==> src/rtl/barrel_pipe.sv <==
// barrel_pipe: log barrel shifter (SLL/SRL/SRA/ROR) with optional pipeline registers, valid/ready and a tag.
// Define BARREL_PIPE_FLAGS_EN to add the o_zero / o_cout result flags.
module barrel_pipe #(
  parameter int              WIDTH     = 32,
  parameter int              SHW       = $clog2(WIDTH),
  parameter logic [SHW-1:0]  PIPE_MASK = SHW'(5'b00100),
  parameter int              TAG_W     = 5
) (
  input  logic             i_clk,
  input  logic             i_rst_n,
  input  logic             i_valid,
  output logic             o_ready,
  input  logic [WIDTH-1:0] i_Data,
  input  logic [SHW-1:0]   i_sh,
  input  logic [1:0]       i_mod,
  input  logic [TAG_W-1:0] i_tag,
  output logic             o_valid,
  input  logic             i_ready,
  output logic [WIDTH-1:0] o_Data,
  output logic [TAG_W-1:0] o_tag
`ifdef BARREL_PIPE_FLAGS_EN
  ,
  output logic             o_zero,
  output logic             o_cout
`endif
);

  localparam logic [1:0] MOD_SLL = 2'b00;
  localparam logic [1:0] MOD_SRA = 2'b10;
  localparam logic [1:0] MOD_ROR = 2'b11;

  typedef struct packed {
    logic [WIDTH-1:0] data;
    logic [1:0]       mode;
    logic             fill;
    logic             cout;
    logic [SHW-1:0]   sh;
    logic [TAG_W-1:0] tag;
  } stage_t;

  function automatic logic [WIDTH-1:0] bit_rev(input logic [WIDTH-1:0] x);
    logic [WIDTH-1:0] r;
    for (int i = 0; i < WIDTH; i++) r[i] = x[WIDTH-1-i];
    return r;
  endfunction

  // SLL runs through the right-shift datapath on a bit-reversed operand, so every
  // stage only ever shifts right; cout is the last bit that stage pushed out.
  function automatic stage_t shift_stage(input stage_t b, input int k);
    stage_t           r;
    int               d;
    logic [WIDTH-1:0] low;
    r   = b;
    d   = 1 << k;
    low = b.data >> (d - 1);
    if (b.sh[k]) begin
      if (b.mode == MOD_ROR)
        r.data = (b.data >> d) | (b.data << (WIDTH - d));
      else
        r.data = (b.data >> d) | ({WIDTH{b.fill}} & ~({WIDTH{1'b1}} >> d));
      r.cout = low[0];
    end
    return r;
  endfunction

  stage_t           head;
  stage_t           tail;
  logic             tail_v;
  stage_t           stage_d [SHW];
  logic [SHW-1:0]   stage_v;
  stage_t           st_reg  [SHW];
  logic [SHW-1:0]   v_reg;
  logic [SHW-1:0]   rdy;
  logic             head_rdy;

  always_comb begin
    head      = '0;
    head.data = (i_mod == MOD_SLL) ? bit_rev(i_Data) : i_Data;
    head.mode = i_mod;
    head.fill = (i_mod == MOD_SRA) & i_Data[WIDTH-1];
    head.cout = 1'b0;
    head.sh   = i_sh;
    head.tag  = i_tag;
  end

  // Forward path: each stage either feeds the next directly or through its register.
  always_comb begin : fwd
    stage_t cur;
    logic   cur_v;
    cur   = head;
    cur_v = i_valid;
    for (int k = 0; k < SHW; k++) begin
      stage_d[k] = shift_stage(cur, k);
      stage_v[k] = cur_v;
      if (PIPE_MASK[k]) begin
        cur   = st_reg[k];
        cur_v = v_reg[k];
      end else begin
        cur = stage_d[k];
      end
    end
    tail   = cur;
    tail_v = cur_v;
  end

  // Backward ready chain; an empty register always accepts, which collapses bubbles.
  always_comb begin : bwd
    logic r;
    r = i_ready;
    for (int k = SHW - 1; k >= 0; k--) begin
      if (PIPE_MASK[k]) r = ~v_reg[k] | r;
      rdy[k] = r;
    end
    head_rdy = r;
  end

  always_ff @(posedge i_clk or negedge i_rst_n) begin
    if (!i_rst_n) begin
      for (int k = 0; k < SHW; k++) st_reg[k] <= '0;
      v_reg <= '0;
    end else begin
      for (int k = 0; k < SHW; k++) begin
        if (PIPE_MASK[k] && rdy[k]) begin
          st_reg[k] <= stage_d[k];
          v_reg[k]  <= stage_v[k];
        end
      end
    end
  end

  assign o_ready = head_rdy;
  assign o_valid = tail_v;
  assign o_Data  = (tail.mode == MOD_SLL) ? bit_rev(tail.data) : tail.data;
  assign o_tag   = tail.tag;

`ifdef BARREL_PIPE_FLAGS_EN
  // Qualified by valid so the flag is 0 in reset even though o_Data is 0 then.
  assign o_zero = tail_v & ~|o_Data;
  assign o_cout = tail.cout;
  logic unused_tail;
  assign unused_tail = ^{tail.fill, tail.sh};
`else
  logic unused_tail;
  assign unused_tail = ^{tail.fill, tail.sh, tail.cout};
`endif

endmodule

==> config.mk <==
export PLATFORM = sky130hd
export DESIGN_NAME = barrel_pipe
export DESIGN_NICKNAME = d
export VERILOG_FILES = /design/src/rtl/barrel_pipe.sv
export SDC_FILE = /design/constraint.sdc
export NUM_CORES = 1
export LEC_CHECK = 0
export ABC_AREA = 1
export CORE_MARGIN = 1
export CORE_UTILIZATION = 53
export CTS_CLUSTER_DIAMETER = 40
export DETAILED_ROUTE_END_ITERATION = 16
export PLACE_DENSITY = 0.9
export SETUP_SLACK_MARGIN = 0.1
export SYNTH_ARGS = -nofsm -noshare
export SYNTH_HDL_FRONTEND = slang
export SYNTH_SLANG_ARGS = --single-unit
==> constraint.sdc <==
create_clock -name i_clk -period 2.6 [get_ports i_clk]
set_input_delay 0.78 -clock i_clk [delete_from_list [all_inputs] [get_ports i_clk]]
set_output_delay 0.78 -clock i_clk [all_outputs]
set_load 0.05 [all_outputs]
==> results of run 1 <==
==> per-stage QoR <==
| step | hold WS, ns | std cells |
|---|---|---|
| 2_1_floorplan | 0.449 | 735 |
| 3_3_place_gp | 0.464 | 883 |
| 3_5_place_dp | 0.471 | 883 |
| 4_1_cts | 0.496 | 898 |
| 5_1_grt | 0.510 | 899 |
| 6_report | 0.493 | 899 |
==> worst max-delay path, stage by stage (launching register included) <==
cell	delay, ns
dfrtp_2	0.48
clkbuf_16	0.23
o21ai_2	0.18
nand2_1	0.09
a22oi_2	0.21
nand2_1	0.09
o21ai_1	0.11
buf_6	0.18
==> cell usage in the layout, fill, tap and decap left out, types with 19 or more instances in the layout <==
| cell type | netlist | final |
|---|---|---|
| nand2_1 | 264 | 255 |
| dfrtp_1 | 43 | 40 |
| o21ai_1 | 8 | 22 |
| o21ai_0 | 56 | 21 |
| clkdlybuf4s50_1 | 0 | 52 |
| buf_6 | 8 | 26 |
| o211ai_1 | 40 | 40 |
| buf_4 | 5 | 25 |
| o21ai_2 | 0 | 19 |
| inv_1 | 43 | 42 |
| nand3_1 | 167 | 167 |
==> metal layers <==
| metal | part of all wire [%] | track usage, % |
|---|---|---|
| met1 | 40 | 44.1 |
| met4 | 3.5 | 9.74 |
| met3 | 8.0 | 4.19 |
| met2 | 48 | 55.0 |
| met5 | 0 | 0 |
==> area by class of cell <==
class / instances / share of cell area (%)
Multi-Input combinational cell: 583 / 53.2
Clock buffer: 5 / 1.19
Tap cell: 102 / 2.21
Inverter: 51 / 3.58
Sequential cell: 43 / 18.7
Clock inverter: 3 / 1.24
Timing Repair inverter: 2 / 0.239
Timing Repair Buffer: 110 / 19.6
==> cells in the mapped netlist, types with 6 or more instances <==
cell,n,share of area [%]
o21ai_1,8,0.92
nor2_1,12,1.0
nand2_1,264,23
o21ai_0,56,6.4
buf_6,8,2.1
inv_1,43,3.7
a22oi_1,16,2.8
o211ai_1,40,6.9
o22ai_1,8,1.1
buf_2,10,1.1
mux2i_1,8,1.8
inv_2,6,0.52
dfrtp_1,43,25
clkbuf_1,30,2.6
nand3_1,167,19
==> final timing paths <==
kind	startpoint	end	slack, ns	cells after the start
min reg2reg	st_reg[112]	st_reg[112]	0.49	2
max in group asynchronous	i_rst_n	fwd.cur[13]	1.33	1
max reg2reg	o_valid	st_reg[134]	1.31	8
min in group asynchronous	i_rst_n	st_reg[114]	0.61	1
min	st_reg[112]	st_reg[112]	0.49	2
max	fwd.cur[8]	o_Data[22]	-0.06	7
==> cells by family (layout without fill, tap and decap cells) <==
group / count (synthesis) / in the layout / synth area share, %
AND/OR/NAND/NOR: 446 / 446 / 43.7
multiplexers: 8 / 8 / 1.84
AO/OA/AOI/OAI: 129 / 129 / 18.3
buffers and inverters: 109 / 171 / 11.5
flip-flops: 43 / 43 / 24.7
==> timing repair <==
| action | CTS | global route |
|---|---|---|
| setup endpoints to repair | 32 | 32 |
| buffers inserted | 5 | 0 |
| pin swaps | 6 | 3 |
| gates cloned | 2 | 1 |
| gates resized for setup | 50 | 59 |
==> where the power goes <==
group	internal, W	switching (W)
Clock	0.000390	0.000255
Sequential	0.000759	0.0000954
Combinational	0.000686	0.00129
==> impl_metrics.csv, run 1 <==
group,metric,value,unit
global_routing,grt_pass1_wl,22600,µm
place,dp_hpwl,10300,µm
place,routabilityCongestion,0.944,
hold_path,hold_class,"flip-flop to flip-flop",
job,maxCapViolCount,0,
drt,drc,0,
final_layout,multi_input_area,3070,µm²
logic_synthesis,synth-seq-area-share,24.7,%
die,start_util,55.6,%
logic_synthesis,synth_top_flop_cell,"dfrtp_1",
logic_synthesis,synthArstFlopShare,100,%
drt,via_per_inst,6.09,
worst_setup_path,crit_required,1.82,ns
clock_network,cts_hold_buf,0,
logic_synthesis,synth_nets,783,
final_layout,fin_area,5770,µm²
global_routing,grt_max_degree,49,
outcome,status,"complete, but fails checks",
outcome,failed_checks,"negative setup slack",
drt,wl,14500,µm
place,placed_cell_area,5160,µm²
final_layout,area_growth,32.3,%
worst_setup_path,crit_type,"flip-flop to output port",
drt,firstDrtPassIters,6,
die,ios,87,
logic_synthesis,avgSynthCellArea,5.93,µm²
global_routing,grtUsageTotal,32.8,%
power,vdd_drop_max,0.279,mV
clock_network,clkTransAtPathRegs,0.09,ns
clock_network,insertion_delay,0.30,ns
final_layout,drive_gt1_share,18.1,%
sta,setup_tns,-0.328,ns
final_layout,largest_reg_flops,32,
drt,vias,5478,
sta,finalWorstSetupSlack,-0.0609,ns
sta,slew_viol_final,0,
final_layout,fin_util,73.5,%
sta,slew_headroom,36.6,%
logic_synthesis,synth_edf_count,0,
sta,clock.fmax,376,MHz
global_routing,overflow,0,
die,die-area,8590,µm²
sta,hold_violations,0,
die,coreArea,7850,µm²
logic_synthesis,synth_warnings,0,
final_layout,num_antenna_cells,0,
drt,wire_per_inst,16.1,µm
die,die_x,92.7,µm
sta,report.final.setup_viol,15,
logic_synthesis,ys_ff_latch,43,
drt,ant_nets,0,
final_layout,seq_area,1080,µm²
global_routing,antenna_found_initial,0,
logic_synthesis,syn_area,4360,µm²
logic_synthesis,synth.distinct_cells,22,
final_layout,nFillCells,631,
clock_network,clock-root-buffer,"clkbuf_8",
power,power_leakage,2.70,nW
sta,finClkSkew,0.00746,ns
clock_network,cts-buffers-inserted,5,
place,place_ws,0.00221,ns
final_layout,fin_nets,844,
global_routing,grt_pass1_vias,4813,
sta,tightest_slew,0.951,ns
die,row_count,32,
clock_network,cts.sinks,43,
worst_setup_path,cp-start-kind,"flip-flop",
logic_synthesis,syn-instance-count,735,
clock_network,cts_tree,"yes",
clock_network,htreeDepth,2,
power,power,0.00347,W
die,die_h,92.7,µm
sta,finalCritPeriodShare,102,%
power,p_per_area,602,nW/µm²
drt,dr.first_iter.drc_count,672,
worst_setup_path,critical_path_arrival,1.88,ns
sta,min_period,2.66,ns
worst_setup_path,critPathMaxFanout,20,
worst_setup_path,cp-end-kind,"output port",
sta,rsz0062_at_grt,"yes",
clock_network,cts_buffer_depth,2,
place,portBuffers,86,
Note: power is estimated with default switching activity, not from simulation.
==> inputs of run 2 (changes only) <==
--- a/config.mk
+++ b/config.mk
@@ -6,12 +6,12 @@
 export NUM_CORES = 1
 export LEC_CHECK = 0
 export ABC_AREA = 1
-export CORE_MARGIN = 1
-export CORE_UTILIZATION = 53
+export CORE_MARGIN = 4
+export CORE_UTILIZATION = 44
 export CTS_CLUSTER_DIAMETER = 40
 export DETAILED_ROUTE_END_ITERATION = 16
-export PLACE_DENSITY = 0.9
-export SETUP_SLACK_MARGIN = 0.1
+export PLACE_DENSITY = 0.78
+export SETUP_SLACK_MARGIN = 0.15
 export SYNTH_ARGS = -nofsm -noshare
 export SYNTH_HDL_FRONTEND = slang
 export SYNTH_SLANG_ARGS = --single-unit
==> run 2 against run 1 <==
The flow still finishes with violations (negative setup slack). Clock power fell by 31%. Hold slack worse by 0.0088 ns. Critical path depth is 1 lower. Utilization down 14 points. Fmax is 0.68% higher. Sequential cell count is the same. Total power decreased by 6.5%. Count of clock-buffer cells in the layout grew 1. Sequential share of layout area hardly changed. Design area is 0.35% lower. Via count shrank 4.3%. Register-to-register slack gained 0.03 ns.
==> impl_metrics.csv, run 2 (synthesis results as in run 1) <==
group,metric,value,unit
sta,min_period,2.64,ns
die,die-area,11600,µm²
worst_setup_path,r2r_slack,1.34,ns
drt,via_per_inst,5.64,
worst_setup_path,crit_family,"flip-flops",
power,p_per_area,565,nW/µm²
power,vdd_drop_max,0.271,mV
hold_path,hold_class,"flip-flop to flip-flop",
sta,tightest_slew,0.534,ns
drt,wl,13900,µm
worst_setup_path,crit_path_cell_trace,"clkbuf_16 -> mux2i_2 -> nand2_1 -> o21ai_0 -> o21ai_1 -> buf_6",
worst_setup_path,cp-end-kind,"output port",
final_layout,area_growth,31.8,%
sta,clock.fmax,378,MHz
global_routing,grt_pass1_vias,4721,
worst_setup_path,critPathMaxFanout,20,
final_layout,fin_nets,844,
place,placed_cell_area,5250,µm²
worst_setup_path,slowest_delay,0.48,ns
clock_network,cts_buffer_depth,2,
outcome,status,"complete, but fails checks",
final_layout,stdcell_count,930,
hold_path,min_to,"o_tag[4]",
hold_path,holdPathStages,2,
sta,rsz0062_at_grt,"yes",
outcome,failed_checks,"negative setup slack",
die,row_count,36,
worst_setup_path,cp-start-kind,"flip-flop",
clock_network,htreeDepth,2,
place,routabilityCongestion,0.918,
job,maxCapViolCount,0,
clock_network,cts-buffers-inserted,5,
drt,ant_nets,0,
sta,slew_viol_final,0,
final_layout,final_cell_mix,"nand2_1, nand3_1, clkdlybuf4s50_1",
final_layout,final_common_cell,"nand2_1",
place,portBuffers,86,
place,dp.cells,915,
worst_setup_path,crit_type,"flip-flop to output port",
die,coreArea,9730,µm²
sta,report.final.setup_viol,6,
die,start_util,44.8,%
worst_setup_path,reg2regPathDepth,6,
worst_setup_path,r2r-end,"st_reg[133]",
clock_network,clkTransAtPathRegs,0.08,ns
worst_setup_path,critical_path_arrival,1.86,ns
clock_network,insertion_delay,0.30,ns
clock_network,cts_hold_buf,0,
global_routing,grtUsageTotal,23.7,%
power,power_leakage,2.68,nW
drt,drc,0,
hold_path,min_from,"o_tag[4]",
worst_setup_path,slowest_stage,"dfrtp_2",
drt,wire_per_inst,14.9,µm
final_layout,num_antenna_cells,0,
clock_network,clock-root-buffer,"clkbuf_8",
worst_setup_path,r2r_start,"o_valid",
global_routing,antenna_found_initial,0,
power,power,0.00325,W
sta,finalCritPeriodShare,102,%
final_layout,fin_area,5750,µm²
die,die_x,108,µm
worst_setup_path,cp_num_buf_inv,2,
clock_network,cts.sinks,43,
worst_setup_path,crit_required,1.82,ns
sta,slew_headroom,64.4,%
sta,finalWorstSetupSlack,-0.0430,ns
global_routing,grt_pass1_wl,22700,µm
die,die_h,108,µm
drt,dr.first_iter.drc_count,350,
final_layout,largest_reg_flops,32,
sta,hold_violations,0,
drt,firstDrtPassIters,5,
clock_network,cts_tree,"yes",
global_routing,grt_max_degree,44,
place,dp_hpwl,10400,µm
final_layout,drive_gt1_share,17.1,%
drt,vias,5241,
die,ios,87,
global_routing,overflow,0,
sta,finClkSkew,0.00838,ns
run 2: cell types whose count changed in the layout (fill, tap and decap cells not counted), sizes merged:
| cell | before | now |
|---|---|---|
| bufinv | 2 | 0 |
| clkbuf | 6 | 7 |
| clkinv | 1 | 2 |
| clkinvlp | 3 | 5 |
| inv | 50 | 48 |
run 2: layout make-up:
class                   count  area (µm²)
repair inverters            2        12.5
fillers                   926        3980
clock buffers               6        82.6
well taps                 133         166
inverters                  51         199
repair buffers            110        1170
flip-flops and latches     43        1080
multi-input cells         583        3020
clock inverters             2        16.3
run 2: power by group:
part	total (W)	leakage [nW]	internal (W)	switching (W)
combinational	0.00195	2.12	0.000693	0.00126
sequential	0.000850	0.514	0.000759	0.0000910
clock	0.000446	0.0474	0.000217	0.000229
run 2: worst max path at each step:
stage | from | to | slack, ns | cells after the start
global route | fwd.cur[8] | o_Data[2] | -0.16 | 8
CTS | fwd.cur[12] | o_Data[3] | 0.02 | 6
finish | fwd.cur[8] | o_Data[28] | -0.04 | 6
global placement | i_mod[1] | st_reg[106] | 0.07 | 11
detailed placement | i_mod[1] | st_reg[106] | 0.03 | 11
floorplan | fwd.cur[12] | o_Data[12] | -0.03 | 8
run 2: metrics by stage:
stage / setup TNS, ns / hold slack, ns / utilization, % / worst slack (ns)
after floorplan: -0.490 / 0.449 / - / -0.0284
after global placement: 0 / 0.463 / 54.0 / 0.0713
after detailed placement: 0 / 0.465 / 54.0 / 0.0316
after CTS: 0 / 0.486 / 57.0 / 0.0237
after global routing: -2.56 / 0.517 / 59.1 / -0.157
final: -0.0891 / 0.484 / 59.1 / -0.0430
run 2: worst reg2reg max path, cell delays in order (launching register included):
cell      delay [ns]
dfrtp_1         0.38
inv_1           0.07
nor2_2          0.04
clkinv_1        0.05
buf_4           0.36
nand3_1         0.21
nand2_1         0.09
run 2: timing repair:
| action | 4_1_cts | 5_1_grt |
|---|---|---|
| pin swaps | 4 | 3 |
| resized for setup | 51 | 36 |
| setup buffers | 3 | 1 |
| gates cloned | 1 | 2 |
| setup endpoints to repair | 32 | 32 |
run 2: layer usage:
| metal | vias up | wire length [µm] | share of wire, % | global-route usage, % |
|---|---|---|---|---|
| met5 | - | 0 | 0 | 0 |
| met4 | 0 | 251 | 1.8 | 5.95 |
| met3 | 19 | 753 | 5.4 | 1.68 |
| met2 | 212 | 6500 | 47 | 38.5 |
| met1 | 2402 | 6360 | 46 | 34.1 |
| li1 | 2608 | - | - | - |
==> inputs of run 3 (changes only) <==
--- a/config.mk
+++ b/config.mk
@@ -6,6 +6,7 @@
 export NUM_CORES = 1
 export LEC_CHECK = 0
 export ABC_AREA = 1
+export CORE_ASPECT_RATIO = 2
 export CORE_MARGIN = 4
 export CORE_UTILIZATION = 44
 export CTS_CLUSTER_DIAMETER = 40
==> run 3 against run 2 <==
Register-to-register slack lost 0.04 ns. Critical path depth grew 2. Die area increased by 0.83%. Non-clock buffer count grew 5. Fmax grew 0.38%. Routed wire length is 13% higher. The run still ends with negative setup slack left. Count of clock-buffer cells in the layout is 1 lower. Utilization increased by 4.0 points. Global-route usage up 0.98 points. Via count increased by 4.3%.
==> impl_metrics.csv, run 3 (synthesis results as in run 1) <==
group,metric,value,unit
sta,clock.fmax,380,MHz
die,die_x,78.4,µm
sta,tightest_slew,0.532,ns
die,coreArea,9700,µm²
outcome,status,"complete, but fails checks",
clock_network,clkTransAtPathRegs,0.06,ns
drt,wire_per_inst,16.8,µm
power,power,0.00367,W
sta,slew_headroom,64.5,%
sta,finalCritPeriodShare,101,%
clock_network,cts_buffer_depth,2,
drt,ant_nets,0,
die,die_h,149,µm
global_routing,grt_max_degree,44,
die,die-area,11700,µm²
sta,rsz0062_at_grt,"yes",
global_routing,grt_pass1_vias,4876,
sta,hold_violations,0,
final_layout,final_common_cell,"nand2_1",
final_layout,stdcell_count,934,
drt,vias,5468,
place,dp.cells,913,
sta,report.final.setup_viol,1,
drt,via_per_inst,5.85,
power,p_per_area,600,nW/µm²
hold_path,holdPathStages,2,
worst_setup_path,critical_path_arrival,1.85,ns
hold_path,hold_class,"flip-flop to flip-flop",
clock_network,cts_hold_buf,0,
worst_setup_path,cp-start-kind,"flip-flop",
final_layout,final_cell_mix,"nand2_1, nand3_1, clkdlybuf4s50_1",
clock_network,cts-buffers-inserted,5,
worst_setup_path,cp-end-kind,"output port",
die,row_count,51,
worst_setup_path,critPathMaxFanout,8,
drt,firstDrtPassIters,4,
sta,slew_viol_final,0,
clock_network,insertion_delay,0.29,ns
clock_network,htreeDepth,2,
die,start_util,45.0,%
drt,dr.first_iter.drc_count,338,
final_layout,nFillCells,905,
clock_network,cts_tree,"yes",
final_layout,multi_input_area,3200,µm²
worst_setup_path,crit_required,1.82,ns
outcome,failed_checks,"negative setup slack",
final_layout,seq_area,1080,µm²
worst_setup_path,reg2regPathDepth,6,
final_layout,drive_gt1_share,21.3,%
die,ios,87,
place,dp_hpwl,11000,µm
global_routing,antenna_found_initial,0,
worst_setup_path,crit_type,"flip-flop to output port",
clock_network,cts.sinks,43,
global_routing,grtUsageTotal,24.7,%
global_routing,grt_pass1_wl,23400,µm
drt,drc,0,
final_layout,largest_reg_flops,32,
global_routing,overflow,0,
final_layout,fin_nets,849,
sta,finalWorstSetupSlack,-0.0329,ns
sta,min_period,2.63,ns
final_layout,area_growth,40.3,%
power,power_leakage,2.81,nW
place,routabilityCongestion,0.928,
power,vdd_drop_max,0.289,mV
drt,wl,15700,µm
job,maxCapViolCount,0,
place,portBuffers,86,
clock_network,clock-root-buffer,"clkbuf_16",
final_layout,num_antenna_cells,0,
sta,finClkSkew,0.00434,ns
==> run 3: cell types whose count changed in the layout (fill, tap and decap cells not counted), moves of 5 or more <==
cell / change
nand2_2: +9
clkbuf_16: +6
clkbuf_8: -6
o21ai_4: +7
o21ai_0: -5
nand2_1: -10
o21ai_1: -5
==> run 3: cell type report <==
| cell class | count | share of cell area (%) |
|---|---|---|
| multi-input cells | 583 | 52.3 |
| inverters | 51 | 3.29 |
| clock buffers | 5 | 2.04 |
| repair inverters | 2 | 0.245 |
| clock inverters | 3 | 0.716 |
| well taps | 132 | 2.70 |
| repair buffers | 115 | 21.1 |
| flip-flops and latches | 43 | 17.6 |
==> run 3: final timing paths <==
path	from	endpoint	slack (ns)
min reg2reg	st_reg[108]	st_reg[108]	0.49
max reg2reg	o_valid	st_reg[133]	1.30
min	st_reg[108]	st_reg[108]	0.49
max in group asynchronous	i_rst_n	fwd.cur[8]	1.64
max	fwd.cur[12]	o_Data[17]	-0.03
min in group asynchronous	i_rst_n	o_tag[1]	0.55
==> run 3: critical path: stages, from the launching register on <==
cell,delay (ns)
dfrtp_2,0.45
nand2_4,0.12
buf_6,0.16
nor2_1,0.06
o22ai_1,0.25
nand2_1,0.08
o21ai_0,0.14
o21ai_1,0.12
buf_6,0.16
==> run 3: per-stage QoR <==
stage	TNS [ns]	area, µm²	worst slack (ns)	utilization [%]	hold WS, ns
finish	-0.0329	6120	-0.0329	63.1	0.487
global route	-1.23	6120	-0.122	63.1	0.518
CTS	0	5610	0.0359	57.8	0.487
detailed placement	0	5260	0.00475	54.2	0.470
global placement	0	5260	0.0415	54.2	0.465
floorplan	-0.490	4410	-0.0284	-	0.449
==> run 3: layer usage <==
metal  part of all wire, %  vias up  track usage [%]
met5                     0        -                0
li1                      -     2619                -
met3                   3.6       49             1.39
met4                   4.3        0             8.93
met1                    35     2574             26.8
met2                    57      226             48.8
==> run 3: repair_timing <==
action / CTS / global route
gates cloned: 1 / 5
endpoints found under the setup margin: 32 / 35
setup buffers: 5 / 2
gates resized for setup: 38 / 101
pin swaps: 2 / 32
==> run 3: power by group <==
part           internal (W)  total (W)  switching (W)  leakage, nW
Combinational      0.000768    0.00210        0.00134         2.22
Clock              0.000452   0.000710       0.000257       0.0838
Sequential         0.000761   0.000859      0.0000981        0.511
Total               0.00198    0.00367        0.00169         2.81
==> RTL edit: new RTL, config.mk and constraints of run 3 <==
Add a define of `BARREL_PIPE_FLAGS_EN`.
--- a/src/rtl/barrel_pipe.sv
+++ b/src/rtl/barrel_pipe.sv
@@ -2,2 +2,4 @@
 // Define BARREL_PIPE_FLAGS_EN to add the o_zero / o_cout result flags.
+`define BARREL_PIPE_FLAGS_EN
+
 module barrel_pipe #(
Behaviour (old outputs only; new: o_cout and o_zero): unchanged (equiv_simple and equiv_induct, registers matched by name and starting in step).
==> RTL edit against run 3 <==
  * The run still ends with negative setup slack left
  * Global-route usage increased by 1.1 points
  * Area after synthesis increased by 11%
  * Highest routed layer unchanged
  * Sequential cell count increased by 1
  * Clock power increased by 11%
  * Power increased by 26%
  * Critical path depth increased by 5
  * Setup slack got worse by 0.48 ns
  * Wire length increased by 16%
  * Cell area increased by 25%
  * Largest power group unchanged
==> RTL edit: results (changes against run 3) <==
[run_status]
status = finished, violations left
failed_checks = negative setup slack

[logic_synthesis]
syn-mean-instance-area_um2 = 5.66  ; -4.7%
synth.area.top_cells = nand2_1, dfrtp_1, nand3_1
ys_ff_latch = 44  ; +2.3%
yosys.area.top_type = nand2_1
yosys-top-cells-count = nand2_1, nand3_1, inv_1, o21ai_0, o21ai_1

[global_routing]
grt_start_max_net_pins = 50  ; +14%
grt_pass1_vias = 5592  ; +15%
grt_pass1_wl_um = 25800  ; +10%

[cells_and_area]
nonClockBufferCount = 200  ; +74%
multi_input_area_share_pct = 46.5  ; -5.7 points
multi_input_gates = 690  ; +18%
buf_share_pct = 31.1  ; +10 points
fill_cells = 860  ; -5.0%
drive_above_1_share_pct = 29.1  ; +7.8 points
seq-cell-share_pct = 14.4  ; -3.2 points
inverters = 62  ; +17%

[sta]
skew_ns = 0.00845  ; +0.00411 ns
setup_viol = 29  ; +28
finalWorstSetupSlack_ns = -0.508  ; -0.475 ns
relSlewSlack_pct = 64.7  ; +0.20 points

[worst_setup_path]
critPathTopFamily = simple AND/OR/NAND/NOR gates
path_max_fanout = 19  ; +11

[power_and_ir_drop]
leakagePower_nw = 3.81  ; +36%

[die]
n_tap_cell = 140  ; +6.1%

[placement]
portBuffers = 88  ; +2.3%
placedCellCount = 1114  ; +22%
hpwl_um = 12700  ; +15%
postPlaceCellArea_um2 = 6680  ; +27%
place.gp.congestion = 1.04  ; +13%

[detailed_routing]
drtPass1Iterations = 5  ; +1

==> RTL edit: timing repair <==
| action | in CTS | in global routing |
|---|---|---|
| endpoints found under the hold margin | 0 | 0 |
| pin swaps | 12 | 43 |
| endpoints found under the setup margin | 33 | 45 |
| gates resized for setup | 45 | 112 |
| buffers inserted | 6 | 9 |
| cloned | 2 | 5 |
==> RTL edit: routing by layer <==
| layer | GRT usage (%) | share of wire, % |
|---|---|---|
| met5 | 0 | 0 |
| met4 | 19.7 | 8.8 |
| met3 | 1.67 | 5.0 |
| met2 | 48.1 | 54 |
| met1 | 25.0 | 32 |
==> RTL edit: cell families after synthesis <==
| kind of cell | share of synthesized area (%) |
|---|---|
| compound gates | 13.8 |
| buf+inv | 12.7 |
| flops | 22.7 |
| mux | 2.48 |
| simple gates | 48.3 |
==> RTL edit: path summary, 6_finish.rpt <==
kind | startpoint | to | slack [ns] | depth (start not counted)
min in group asynchronous | i_rst_n | o_tag[4] | 0.54 | 2
max reg2reg | o_valid | st_reg[110] | 1.05 | 6
max in group asynchronous | i_rst_n | fwd.cur[13] | 1.65 | 2
min reg2reg | o_tag[0] | o_tag[0] | 0.48 | 2
min | o_tag[0] | o_tag[0] | 0.48 | 2
max | fwd.cur[8] | o_zero | -0.51 | 13
==> RTL edit: worst reg2reg max path, delay by kind of cell, from the launching register on <==
family | cells | cell delay, ns
simple gates | 1 | 0.04
buf+inv | 3 | 0.61
compound gates | 2 | 0.38
flops | 1 | 0.41
==> RTL edit: report_power, final <==
group	internal, mW	switching [mW]
registers	0.779	0.106
clock network	0.544	0.242
logic	1.32	1.64
